## src/rtl/mux_sel_pipe.sv

```systemverilog
// Registered NUM_IN-way word selector with a 2-entry in-order output buffer.
// Out-of-range selects return DEFAULT_VAL, raise out_err and bump a saturating counter.
module mux_sel_pipe #(
  parameter int              WIDTH       = 5,
  parameter int              NUM_IN      = 4,
  parameter int              SEL_W       = 2,
  parameter logic [WIDTH-1:0] DEFAULT_VAL = '0
) (
  input  logic                    clk,
  input  logic                    reset,
  input  logic [NUM_IN*WIDTH-1:0] in_bus,
  input  logic [SEL_W-1:0]        sel,
  input  logic                    in_valid,
  output logic                    in_ready,
  output logic [WIDTH-1:0]        out_data,
  output logic [SEL_W-1:0]        out_sel,
  output logic                    out_err,
  output logic                    out_valid,
  input  logic                    out_ready,
  output logic [7:0]              err_count
);

  localparam logic [1:0] EMPTY = 2'd0;
  localparam logic [1:0] ONE   = 2'd1;
  localparam logic [1:0] TWO   = 2'd2;

  logic [1:0]       state;
  logic [WIDTH-1:0] tail_data;
  logic [SEL_W-1:0] tail_sel;
  logic             tail_err;
  logic [WIDTH-1:0] pick_data;
  logic             pick_err;
  logic             accept;
  logic             drain;

  // NOTE: every always_comb output gets a default first so no path can infer a latch.
  always_comb begin
    pick_data = DEFAULT_VAL;
    pick_err  = 1'b1;
    for (int k = 0; k < NUM_IN; k++) begin
      if (sel == SEL_W'(k)) begin
        pick_data = in_bus[k*WIDTH +: WIDTH];
        pick_err  = 1'b0;
      end
    end
  end

  // Handshake flags decode straight from the state register.
  assign out_valid = (state != EMPTY);
  assign in_ready  = (state != TWO);
  assign accept    = in_valid & in_ready;
  assign drain     = out_valid & out_ready;

  // NOTE: sequential state uses non-blocking assignments so all registers update together.
  always_ff @(posedge clk) begin
    if (reset) begin
      state     <= EMPTY;
      out_data  <= '0;
      out_sel   <= '0;
      out_err   <= 1'b0;
      err_count <= '0;
    end else begin
      case (state)
        EMPTY: begin
          if (accept) begin
            state    <= ONE;
            out_data <= pick_data;
            out_sel  <= sel;
            out_err  <= pick_err;
          end
        end
        ONE: begin
          if (accept && drain) begin
            out_data <= pick_data;
            out_sel  <= sel;
            out_err  <= pick_err;
          end else if (accept) begin
            state <= TWO;
          end else if (drain) begin
            state <= EMPTY;
          end
        end
        TWO: begin
          if (drain) begin
            state    <= ONE;
            out_data <= tail_data;
            out_sel  <= tail_sel;
            out_err  <= tail_err;
          end
        end
        default: state <= EMPTY;
      endcase

      if (accept && pick_err && (err_count != 8'hFF)) begin
        err_count <= err_count + 8'd1;
      end
    end
  end

  // NOTE: the second slot is pure storage qualified by state, so it carries no reset.
  always_ff @(posedge clk) begin
    if (state == ONE && accept && !drain) begin
      tail_data <= pick_data;
      tail_sel  <= sel;
      tail_err  <= pick_err;
    end
  end

endmodule

```

## config.mk

```make
export PLATFORM = sky130hd
export DESIGN_NAME = mux_sel_pipe
export DESIGN_NICKNAME = d
export VERILOG_FILES = /design/src/rtl/mux_sel_pipe.sv
export SDC_FILE = /design/constraint.sdc
export NUM_CORES = 1
export LEC_CHECK = 0
export CAP_MARGIN = 20
export CORE_MARGIN = 3
export CORE_UTILIZATION = 43
export CTS_CLUSTER_SIZE = 10
export DETAILED_ROUTE_END_ITERATION = 8
export HOLD_SLACK_MARGIN = 0.1
export PLACE_DENSITY = 0.79
export SKIP_LAST_GASP = 1
export SLEW_MARGIN = 0
export SYNTH_ARGS = -nofsm -noshare
export SYNTH_HDL_FRONTEND = slang
export SYNTH_SLANG_ARGS = --single-unit
```

## constraint.sdc

```tcl
create_clock -name clk -period 1.6 [get_ports clk]
set_input_delay 0.16 -clock clk [delete_from_list [all_inputs] [get_ports clk]]
set_output_delay 0.16 -clock clk [all_outputs]
set_load 0.1 [all_outputs]
```

==> results of run 1 <==
[worst max-delay path: cells and delay by family (launching register included)]
family        cells  cell delay (ps)
flops             1              460
buf+inv           2              340
simple gates      1              170
[cell usage in the layout, fill, tap and decap left out, drive strengths merged, types with 2 or more instances in the layout]
cell           instances
clkbuf                 3
nand2b                 3
o21ba                  2
dfxtp                 18
nand2                  3
a21oi                  2
a211oi                16
edfxtp                 8
nor2b                  9
mux4                   5
buf                   26
clkdlybuf4s50         25
mux2i                  7
[how the worst min path moves through the flow]
stage	startpoint	endpoint	slack [ps]	depth (start not counted)
after floorplan	reset	err_count[0]	230	1
after global placement	err_count[2]	err_count[2]	490	1
after detailed placement	err_count[1]	err_count[1]	500	1
after CTS	err_count[3]	err_count[3]	520	1
after global routing	err_count[3]	err_count[3]	530	1
final	err_count[2]	err_count[2]	520	1
[flip-flops by register name, indices dropped and copies added (netlist names)]
register and count:
out_err 1, out_sel 2, err_count 8, tail_data 5, tail_err 1, tail_sel 2, out_data 5, state 2
[cell families after synthesis]
kind of cell           after synthesis  share of synthesized area (%)
AND/OR/NAND/NOR                     20                           10.7
AO/OA/AOI/OAI                       21                           17.4
multiplexers                        12                           15.8
other                                1                          0.325
buffers and inverters                7                           3.69
flip-flops                          26                           52.1
[routing by layer]
layer  GRT usage, %  vias to the layer above
met5              0                        -
met4           5.30                        0
met3           4.23                        4
met2           30.8                       23
met1           20.6                      432
li1               -                      424
[power by group]
group / total [mW] / internal (mW) / switching, mW
Combinational: 0.451 / 0.204 / 0.246
Sequential: 0.735 / 0.708 / 0.0268
Clock: 0.441 / 0.253 / 0.188
[layout make-up]
cell class,instances,area share [%]
Clock buffer,3,1.20
Timing Repair Buffer,51,35.8
Tap cell,30,2.00
Clock inverter,1,1.60
Multi-Input combinational cell,54,27.2
Inverter,1,0.200
Sequential cell,26,32.0
[stage by stage]
step	std cells	power [mW]	area [um2]
floorplan	87	1.00	1150
global route	166	1.69	1880
detailed placement	162	1.20	1820
CTS	166	1.65	1880
global placement	162	1.19	1820
finish	166	1.63	1880
==> summary.md, run 1 <==
| Metric | Value |
|---|---|
| Status | completed |
| Die height | approximately 58 um |
| # setup viols final | 0 |
| Global-route wire length before repair | between 4 and 5 mm |
| Hold_ws | about 520 ps |
| Power density cells | ~870 nW/um2 |
| Part of the Yosys area used for sequential elements | 52.1% |
| Setup CP Type | register to primary output |
| Final Util | between 70% and 80% |
| Vias in the first global route | approximately 900 |
| Setup WS pre-CTS | -149 ps |
| Reg2Reg Launch Point | state[0] |
| Hold buffers post-CTS | 0 |
| Post-Syn Nets | 113 |
| Synth area leaders | dfxtp_1 (31%), edfxtp_1 (21%), mux4_2 (9.8%) |
| Congestion Overflow GR | 0 |
| Final Hold Vio Count | 0 |
| Synth cell count leaders | dfxtp_1 (18), a211oi_1 (9), nor2b_1 (9) |
| Area share of the largest cell type after synthesis | a little under a third |
| Setup TNS | 0 ps |
| Leading area contributor after synthesis | dfxtp_1 |
| Worst path slowest cell | dfxtp_1 |
| # rows | 18 |
| Worst Path Required | between 1000 and 1500 ps |
| Insertion delay to the later sink of the worst-skew pair | approximately 320 ps |
| R2R Path End | out_data[3] |
| Cell Chain, Critical Path | nand2b_1 -> buf_4 -> buf_12 |
| Worst reg2reg path depth | 3 |
| Arrival @ worst endpoint | roughly 1300 ps |
| Initial antenna violation count | 0 |
| Setup WS post-layout | ~150 ps |
| Yosys synthesis warning count | 0 |
| Met2 wire len | approximately 1.5 mm |
| Cell with the most instances after synthesis | dfxtp_1 |
| Maximum vdd drop | 0.885 mV |
| Crit-path max cell delay | 460 ps |
| Fin crit period | about 1400 ps |
| M1 WL | 1.06 mm |
| H-tree depth | 1 |
| Post-DP HPWL | approximately 2.1 mm |
| RSZ-0062 raised after global routing | no |
| FF+latch count, synth | 26 |
| Setup Skew | roughly 1.9 ps |
| Number of diodes | 0 |
| Reg-to-reg slack, setup | around 230 ps |
| Chip Width | 57.8 um |
| Leakage Power | approximately 0.74 nW |
| Top-Level Pins | 44 |
| DR top layer | met4 |
| Cell Area, Synth | roughly 1200 um2 |
| Worst Setup End Kind | primary output |
| Largest net degree at the start of global routing | 16 |
| CTS sink cnt | 26 |
| Area Overhead vs Synth | 62.6% |
| Mapped Cells | 87 |
| Total core area | roughly 2500 um2 |
| DR vias/cell | between 5 and 6 |
| CTS tree | yes |
| GRT Resource Usage Total | between 10% and 20% |
| CTS Buf Count | 3 |
| Area of the die | roughly 3300 um2 |
| Post-synth EDFFs | 8 |
| Max Clk Rate | slightly below 700 MHz |
| Critical path startpoint | state[0] |
| HP Class | register to register |
| Clk slew on worst S/H paths | 140 ps |
| Filler cells | ~180 |
| Synth cell types | 22 |
| Post-route clock period utilization | roughly nine tenths |
| Initial Utilization | between 40 and 50% |
| Post-cts gate resize count | 0 |
| WL met3 | 116 um |
| DRC Markers | 0 |
| # Post-CTS Setup Buffers | 0 |
| Clk root buf | clkbuf_4 |
| Layout cell share with drive strength beyond 1 | 34.6% |
| Routability cong. | between 0.6 and 0.7 |
| Drt total wl | 2.72 mm |
| Multi-input gate area | 510 um2 |
| Antenna Nets Post-Route | 0 |
| # port buffers | 43 |
| Pre-antenna DRT Iters | 4 |
| CP Launch Type | register |
| FF/Latch Area | 601 um2 |
| Wirelength per Cell | about 16 um |
| DRT iter0 DRCs | 13 |
| Detailed-route via count | 883 |
| Fin nets | 163 |
| Async set-reset flop share out of synthesis | 0% |
| Mapped Avg Cell Area | roughly 13 um2 |
| Max Fanout on Critical Path | 8 |
| Clock Tree Buf Depth | 2 |
| Pins Over Slew Limit | 0 |
| Prevailing post-synth register cell | dfxtp_1 |
| Worst Setup EP | in_ready |
| Maxcap violations | 0 |
(Power assumes the default switching activity.)
==> run 2, diff against run 1 <==
--- a/config.mk
+++ b/config.mk
@@ -5,7 +5,6 @@
 export SDC_FILE = /design/constraint.sdc
 export NUM_CORES = 1
 export LEC_CHECK = 0
-export CAP_MARGIN = 20
 export CORE_MARGIN = 3
 export CORE_UTILIZATION = 43
 export CTS_CLUSTER_SIZE = 10
==> results of run 2 <==
No change in the layout: final DEF, timing and power equal those of run 1.
==> patch, RTL diff (config.mk and constraints of run 2) <==
Change the parameter `SEL_W` from 2 to 3.
--- a/src/rtl/mux_sel_pipe.sv
+++ b/src/rtl/mux_sel_pipe.sv
@@ -4,5 +4,5 @@
   parameter int              WIDTH       = 5,
   parameter int              NUM_IN      = 4,
-  parameter int              SEL_W       = 2,
+  parameter int              SEL_W       = 3,
   parameter logic [WIDTH-1:0] DEFAULT_VAL = '0
 ) (
Interface: changed (resized out_sel and sel); port bits go from 44 to 46. The function was not compared with the original's and may differ.
==> patch against run 2 <==
Power decreased by 0.12%; largest cell class unchanged; cell count increased by 39%; setup slack got worse by 0.10 ns; routed wire length increased by 17%; largest power group unchanged; critical path type is now reg -> reg; sequential cell count increased by 2; cell area increased by 20%; area after synthesis increased by 23%; register-to-register slack got worse by 0.18 ns.
==> patch: results (changes against run 2) <==
| Metric | Value |
|---|---|
| Status | completed |
| Flop-to-flop setup slack | 0.05 ns (-0.18 ns) |
| Clock Skew | 0.004834 ns (+0.002962 ns) |
| Post-synth EDFFs | 9 (+1) |
| Crit path max fanout | 13 (+5) |
| Register area share after synthesis | 45.98% (-6.1 points) |
| Comb group | 0.549 mW (+22%) |
| Met3 usage | 1.783% (-2.4 points) |
| Clk pwr | 0.285 mW (-35%) |
| Max IR drop VDD | 361.4 uV (-59%) |
| Port Buffers | 45 (+4.7%) |
| Reg2reg start | err_count[0]$_SDFFE_PP0P_ |
| Avg Inst Size Synth | 10.97 um2 (-17%) |
| Total Routed Length | 3172 um (+17%) |
| Syn Nets | 157 (+39%) |
| Largest net degree at the start of global routing | 19 (+3) |
| Share of cells above drive strength 1 | 36.02% (+1.5 points) |
| Met2 global-route usage | 29.86% (-0.95 points) |
| Hold endpoint | err_count[6]$_SDFFE_PP0P_ |
| Power Total | 1.625 mW (-0.12%) |
| All-Layer GR Usage | 16.05% (-1.3 points) |
| Hold path start | reset |
| Drt initial violations | 59 (+46) |
| R2R cell count | 5 (+2) |
| R2r endpoint | err_count[3]$_SDFFE_PP0P_ |
| RD Place Congestion | 0.7605 (+16%) |
| Mux cell area share after synthesis | 7.958% (-7.9 points) |
| Slowest cell on crit path | or4_1 |
| Adder-Cell Fraction of Synth Area | 0.8842% (+0.88 points) |
| Compound-Gate Fraction of Synth Area | 19.27% (+1.9 points) |
| Synth unique cells | 39 (+77%) |
| Crit Path Category | reg -> reg |
| CP peak stage delay | 0.51 ns (+0.05 ns) |
| CTS resizes | 1 (+1) |
| Top cells by area, synth | dfxtp_1 27%, edfxtp_1 19%, mux4_2 8.0% |
| First-pass GRT wire length | 5181 um (+18%) |
| Average vias per placed instance | 5.165 (-2.9%) |
-- patch: metal layers --
layer  up-vias  wire length, um
li1        608                -
met1       549             1376
met2        27             1645
met3         4              120
met4         0               30
met5         -                0
-- patch: logic make-up (layout without fill, tap and decap cells) --
family	after synthesis	in the layout
AND/OR/NAND/NOR	47	47
AO/OA/AOI/OAI	35	35
flip-flops	28	28
buffers and inverters	13	70
multiplexers	5	5
adder cells (fa/ha/maj)	1	1
-- patch: final cells by class --
class	instances	area, um2
repair buffers	62	780.7
flip-flops and latches	28	675.6
multi-input cells	88	694.4
fillers	230	850.8
inverters	4	20.02
well taps	44	55.05
clock buffers	4	26.28
-- patch: per-stage QoR --
step	cell area, um2	setup slack, ns	TNS, ns
detailed placement	2175	-0.1706	-1.302
floorplan	1440	0.01161	0
global route	2252	-0.04944	-0.06514
finish	2252	0.04838	0
CTS	2203	-0.01830	-0.01830
global placement	2175	-0.1449	-0.9732
